## config.mk

```make
export PLATFORM = sky130hd
export DESIGN_NAME = tt_um_hoene_led_pwm_multi
export DESIGN_NICKNAME = d
export VERILOG_FILES = /design/src/rtl/tt_um_hoene_led_pwm_multi.sv
export SDC_FILE = /design/constraint.sdc
export NUM_CORES = 1
export LEC_CHECK = 0
export ABC_CLOCK_PERIOD_IN_PS = 2500
export BUFFER_PORTS_ARGS = -buffer_cell sky130_fd_sc_hd__buf_2
export CORE_MARGIN = 4
export CORE_UTILIZATION = 55
export CTS_CLUSTER_DIAMETER = 80
export DETAILED_ROUTE_END_ITERATION = 10
export PLACE_DENSITY = 0.73
export SYNTH_ARGS = -nofsm -noshare
export SYNTH_HDL_FRONTEND = slang
export SYNTH_SLANG_ARGS = --single-unit
```

## constraint.sdc

```tcl
create_clock -name clk -period 2.5 [get_ports clk]
set_clock_uncertainty 0.2 [all_clocks]
set_input_delay 0.125 -clock clk [delete_from_list [all_inputs] [get_ports clk]]
set_output_delay 0.125 -clock clk [all_outputs]
set_load 0.01 [all_outputs]
```

## src/rtl/tt_um_hoene_led_pwm_multi.sv

```systemverilog
`default_nettype none
// ============================================================================
// Module   : tt_um_hoene_led_pwm_multi
// Function : Multi-channel LED PWM with shadow duty registers and
//            period-synchronous commit. Optional LED_PWM_PHASE_SHIFT_EN
//            staggers channel phases across the period.
// Revision : 1.0 - initial release
// ============================================================================
module tt_um_hoene_led_pwm_multi #(
    parameter int CHANNELS = 3,
    parameter int WIDTH    = 10,
    parameter int PRESCALE = 1
) (
    input  logic                                              clk,
    input  logic                                              rst_n,
    input  logic                                              enable,
    input  logic                                              load_valid,
    output logic                                              load_ready,
    input  logic [((CHANNELS > 1) ? $clog2(CHANNELS) : 1)-1:0] load_ch,
    input  logic [WIDTH-1:0]                                  load_data,
    input  logic                                              commit,
    output logic                                              commit_pending,
    output logic                                              period_start,
    output logic [CHANNELS-1:0]                               pwm_out
);

    localparam int               CW       = (CHANNELS > 1) ? $clog2(CHANNELS) : 1;
    localparam int               PW       = (PRESCALE > 1) ? $clog2(PRESCALE) : 1;
    localparam logic [WIDTH-1:0] MAX      = WIDTH'((1 << WIDTH) - 2);
    localparam logic [PW-1:0]    PRE_LAST = PW'(PRESCALE - 1);

    logic [WIDTH-1:0]    cnt;
    logic [PW-1:0]       pre;
    logic                tick;
    logic                boundary;
    logic                transfer;
    logic                load_fire;
    logic [WIDTH-1:0]    shadow [CHANNELS];
    logic [WIDTH-1:0]    active [CHANNELS];
    logic [CHANNELS-1:0] pwm_next;

    assign tick       = (pre == PRE_LAST);
    assign boundary   = enable && tick && (cnt == MAX);
    // A disabled PWM has no period to tear, so a pending commit lands at once.
    assign transfer   = commit_pending && (boundary || !enable);
    assign load_ready = !commit_pending;
    assign load_fire  = load_valid && load_ready;

    always_ff @(posedge clk or negedge rst_n) begin
        if (!rst_n) begin
            cnt <= '0;
            pre <= '0;
        end else if (!enable) begin
            cnt <= '0;
            pre <= '0;
        end else begin
            pre <= tick ? '0 : pre + 1'b1;
            if (tick) begin
                cnt <= (cnt == MAX) ? '0 : cnt + 1'b1;
            end
        end
    end

    always_ff @(posedge clk or negedge rst_n) begin
        if (!rst_n) begin
            commit_pending <= 1'b0;
            for (int i = 0; i < CHANNELS; i++) begin
                shadow[i] <= '0;
                active[i] <= '0;
            end
        end else begin
            // Out-of-range channel numbers match no entry and are dropped.
            for (int i = 0; i < CHANNELS; i++) begin
                if (load_fire && (load_ch == CW'(i))) begin
                    shadow[i] <= load_data;
                end
            end
            if (transfer) begin
                for (int i = 0; i < CHANNELS; i++) begin
                    active[i] <= shadow[i];
                end
                commit_pending <= 1'b0;
            end else if (commit) begin
                commit_pending <= 1'b1;
            end
        end
    end

    generate
        for (genvar g = 0; g < CHANNELS; g++) begin : g_ch
`ifdef LED_PWM_PHASE_SHIFT_EN
            localparam logic [WIDTH:0] PERIOD = (WIDTH+1)'((1 << WIDTH) - 1);
            localparam logic [WIDTH:0] OFF    = (WIDTH+1)'((g * ((1 << WIDTH) - 1)) / CHANNELS);
            logic [WIDTH:0]   sum;
            logic [WIDTH-1:0] phase;
            assign sum   = {1'b0, cnt} + OFF;
            assign phase = (sum >= PERIOD) ? WIDTH'(sum - PERIOD) : sum[WIDTH-1:0];
`else
            logic [WIDTH-1:0] phase;
            assign phase = cnt;
`endif
            assign pwm_next[g] = enable && (phase < active[g]);
        end
    endgenerate

    always_ff @(posedge clk or negedge rst_n) begin
        if (!rst_n) begin
            pwm_out      <= '0;
            period_start <= 1'b0;
        end else begin
            pwm_out      <= pwm_next;
            period_start <= enable && (cnt == '0) && (pre == '0);
        end
    end

endmodule
`default_nettype wire
```

; After elaboration in Yosys (flattened, before gate mapping)
; Cells that the tools add are included.
[totals]
regBits = 76
input_bits = 17
output_inout_bits = 6
word_cells = 46
[op_classes]
addsub = 2
n_lt_le_gt_ge = 3
eq_ne = 4
mux = 7
bitwise_logic = 1
n_reduce_logical = 18
[op_table]
columns = operator, count
row1 = 10-bit < comparator, 3
row2 = 10-bit two-way mux, 3
row3 = 1-bit logical AND, 12
row4 = "10-bit by 1-bit adder with 10-bit output, second input constant", 1
row5 = "10-bit equality test, second input constant", 1
row6 = 10-bit logical NOT, 1
row7 = 1-bit two-way mux, 4
row8 = "2-bit by 1-bit equality test with 1-bit output, second input constant", 1
row9 = "2-bit equality test, second input constant", 1
row10 = 1-bit logical NOT, 2
row11 = 2-bit logical NOT, 1
row12 = "2-bit inequality test, second input constant", 1
row13 = 2-bit nonzero test, 1
row14 = "1-bit adder, second input constant", 1
row15 = 1-bit logical OR, 1
row16 = 1-bit NOT, 1

; Longest topological paths before layout
[logic_depth]
word_depth = 6
depth_mapped = 7
mapped_depth_nobuf = 6

; Worst setup path after synthesis
; Ideal clock, no wire load.
[synth_path]
kind = flip-flop to flip-flop
startpoint = register cnt[0]
endpoint = register active[0] (netlist name)
setup_ns = 0.125
t_arrival_ns = 1.563
t_required_ns = 2.175
path_slack_ns = 0.612
path_stages_with_launch = 8
path_buffers = 1
period_less_slack_ns = 1.888
cell_sequence = dfrtp_1 -> inv_1 -> ha_1 -> nand2_1 -> o31ai_2 -> nand2_2 -> buf_6 -> mux2_4
[synth_via]
elab_chain_cells = 4
[synth_rtl]
columns = item, line
row1 = start: declaration, 32  ; logic [WIDTH-1:0] cnt;
row2 = start signal: assignment, 59  ; cnt <= (cnt == MAX) ? '0 : cnt + 1'b1;
row3 = 10-bit equality test, 43  ; assign boundary = enable && tick && (cnt == MAX);
row4 = 1-bit logical AND, 43
row5 = 1-bit logical OR, 45  ; assign transfer = commit_pending && (boundary || !enable);
row6 = 1-bit logical AND, 45
row7 = end signal: indexed assignment, 80  ; active[i] <= shadow[i];
row8 = end: declaration, 39  ; logic [WIDTH-1:0] active [CHANNELS];
; No other way between the ends.
; A chain may end at the register's enable or synchronous reset.

; Worst setup path after layout
[layout_path]
startpoint = register cnt[7]
endpoint = register active[2] (netlist name)
; The elaborated chain is that of the path after synthesis.

==> qor_table.md <==
| Quantity | Reported | Unit |
|---|---|---|
| Global-route wire length before repair | 11360 | um |
| Critical path data arrival time | 2.16 | ns |
| Global-route congestion overflow total | 0 | - |
| DR vias/cell | 5.418 | - |
| Hold bufs inserted after CTS | 13 | - |
| Worst hold path cell count | 4 | - |
| Ys Warns | 0 | - |
| Overall power after layout | 3.814 | mW |
| Number of nets with antenna violations after routing | 0 | - |
| Count of cells resized by post-cts repair | 0 | - |
| Worst min path class | input pin to register | - |
| Average wire per standard cell | 15.51 | um |
| Number of DRC markers after the initial detailed-route iteration | 117 | - |
| Number of diodes added for antenna fixing | 0 | - |
| Maximum number of buffers from clock root to sink | 2 | - |
| Area of the mapped netlist | 3705 | um2 |
| Number of global-route vias before repair | 2389 | - |
| Worst Setup SP | cnt[7] | - |
| Post-synthesis cell count | 286 | - |
| Routed via count | 2243 | - |
| Final wirelength | 6421 | um |
| Origin of the worst min-delay path | load_ch[1] | - |
| Nature of the critical path startpoint | register | - |
| Clock sink count | 75 | - |
| Die H | 90.08 | um |
| R2R Path Start | cnt[7] | - |
| Achievable frequency | 468.8 | MHz |
| Kind of critical path | register to register | - |
| WP depth | 5 | - |
| Transition at the pin with the smallest max-transition slack | 0.8943 | ns |
| Unrepaired setup endpoints after global routing | no | - |
| Cell class contributing the biggest share of worst-path delay | flip-flops | - |
| Critical Path, Cell by Cell | nand4_1 > o31ai_2 > nand2_2 > buf_4 > mux2_4 | - |
| Yosys reg bits | 75 | - |
| TritonRoute pass-1 iters | 4 | - |
| CTS root buf | clkbuf_8 | - |
| Post-Layout Inst Area | 4269 | um2 |
| Full die area | 8114 | um2 |
| Die X | 90.08 | um |
| DRC violation count after routing | 0 | - |
| Reg clk slew, reported paths | 0.07 | ns |
| Worst setup margin | 0.3669 | ns |
| Static Leak | 2.127 | nW |
| Source-to-sink clock delay at the later pin of the worst-skew pair | 0.34 | ns |
| Number of unique standard cell types used by synthesis | 29 | - |
| Initial antenna violation count | 0 | - |
| CP max stage delay | 0.55 | ns |
| Total power per unit cell area | 893.4 | nW/um2 |
| Level count of the clock H-tree | 3 | - |
| Share of the clock period used by the worst path | 85.32 | % |
| Sum of net half-perimeters after detailed placement | 4426 | um |
| Ratio of cells with drive above 1 in the final layout | 32.34 | % |
| Core area | 6459 | um2 |
| Worst setup slack before clock tree synthesis | 0.3970 | ns |
| Worst path bufs/invs | 1 | - |
| Worst setup EP type | register | - |
| Worst reg-to-reg path cell count | 5 | - |
| Highest ir drop seen on vdd | 0.5651 | mV |
| Setup-failing EPs final | 0 | - |
| Post-layout nets | 379 | - |
| Post-synthesis area per instance | 12.95 | um2 |
| Min Clock Period, post-route | 2.133 | ns |
| Instance area after placement | 3933 | um2 |
| Hold Vio Cnt, Final | 0 | - |
| Post-synth net total | 333 | - |
| Routability Congestion | 0.8169 | - |
| Outcome | completed | - |
| Post-CTS setup repair buffer count | 0 | - |
| Cell at the slowest stage of the critical path | dfrtp_1 | - |
| CTS tree | yes | - |
| Input/output buffers | 22 | - |
| Setup_tns | 0 | ns |
| Max-slew violation count | 0 | - |
| Max-cap viol count | 0 | - |
| Number of buffers added by the clock tree synthesis step | 9 | - |
| Total GRT Usage | 17.70 | % |
| Boundary pin count | 23 | - |
| Initial standard-cell utilization of the core | 57.36 | % |
| Required time reported for the critical path endpoint | 2.53 | ns |
| Placement row count | 29 | - |
| Sequential element share of the synthesized area | 50.66 | % |
| Max-slew headroom at the worst pin | 40.38 | % |
| Area growth from synthesis to layout | 15.23 | % |
| Worst-path fanout max | 30 | - |
| Pin count of the biggest net entering global routing | 76 | - |
==> cells by family after synthesis <==
family,share of synthesized area (%)
xor gates and xnor gates,1.655
muxes,21.28
AOI/OAI and AO/OA,4.289
DFF,50.66
adders and majority gates,10.13
buffers and inverters,4.863
and+or+nand+nor,7.126
==> state kept, by name, summed over array words and instances, names as in the netlist <==
| name | count |
|---|---|
| pwm_out | 3 |
| shadow | 30 |
| cnt | 10 |
| active | 30 |
| commit_pending | 1 |
| period_start | 1 |
==> per-stage QoR <==
stage | hold WS, ns | cells | utilization, %
after floorplan | -0.3706 | 286 | -
after global placement | 0.1147 | 385 | 60.89
after detailed placement | 0.1102 | 385 | 60.89
after CTS | 0.1807 | 414 | 66.10
after global routing | 0.1982 | 414 | 66.10
final | 0.1980 | 414 | 66.10
==> final timing paths <==
kind	slack [ns]	to
setup / recovery	0.37	active[2]
hold / removal	0.20	shadow[10]
setup reg to reg	0.37	active[2]
hold reg to reg	0.30	active[14]
max in group asynchronous	1.27	shadow[4]
min in group asynchronous	0.25	active[10]
==> synth_stat cells <==
library cell,count,area [um2]
dfrtp_1,75,1877
inv_1,34,127.6
ha_1,30,375.4
mux2_2,30,337.8
mux2_4,30,450.4
nor2_1,12,45.04
a21oi_1,10,50.05
nand4_1,7,43.79
nand3_1,6,30.03
nor3_1,5,25.02
o21ai_0,5,25.02
xnor2_1,5,43.79
nand2_1,4,15.01
a211oi_1,3,22.52
a21o_1,3,22.52
and3_1,3,18.77
buf_2,3,15.01
buf_6,3,33.78
nand2b_1,3,18.77
o311ai_0,3,26.28
nor4bb_1,2,20.02
or4b_2,2,20.02
xor2_1,2,17.52
clkbuf_1,1,3.750
nand2_2,1,6.260
nor4_1,1,6.260
nor4b_1,1,8.760
o31ai_2,1,12.51
or3_1,1,6.260
==> cell usage in the layout, fill, tap and decap left out <==
master and instances:
nand2_2 1, xor2_1 2, nor3_1 5, mux2_2 30
o311ai_0 3, clkbuf_1 3, a21oi_1 10, or3_1 1
nand2_1 4, dfrtp_1 75, xnor2_1 5, nand4_1 7
or4b_2 2, dlygate4sd3_1 13, o31ai_2 1, clkbuf_8 12
nor4_1 1, nand3_1 6, nor4bb_2 2, nand2b_1 3
o21ai_0 5, a21o_1 3, buf_4 8, buf_2 21
inv_1 34, a211oi_1 3, bufinv_16 1, nor2_1 12
nor4b_2 1, mux2_4 30, ha_1 30, and3_1 3
==> metal layers <==
| layer | vias to the layer above | share of wire [%] | GRT usage [%] |
|---|---|---|---|
| met5 | - | 0 | 0 |
| met2 | 41 | 47 | 27.69 |
| met4 | 0 | 2.9 | 8.418 |
| li1 | 1094 | - | - |
| met1 | 1094 | 47 | 23.12 |
| met3 | 14 | 3.9 | 4.424 |
==> power by group <==
group,switching (mW),total [mW],internal (mW),leakage [nW]
Sequential,0.235,1.84,1.61,0.915
Combinational,0.395,1.02,0.627,1.11
Clock,0.406,0.951,0.545,0.104
==> final cells by class <==
type	count	area [um2]
inverter	34	127.6
clock buffer	15	176.4
tap	77	96.34
sequential	75	1877
multi-input combinational	170	1667
fill	503	2190
timing repair buffer	42	295.3
clock inverter	1	30.03
==> worst register-to-register path, stage by stage (launching register included) <==
cell,delay (ns)
dfrtp_1,0.55
nand4_1,0.21
o31ai_2,0.31
nand2_2,0.07
buf_4,0.29
mux2_4,0.38
(Power assumes the default switching activity.)
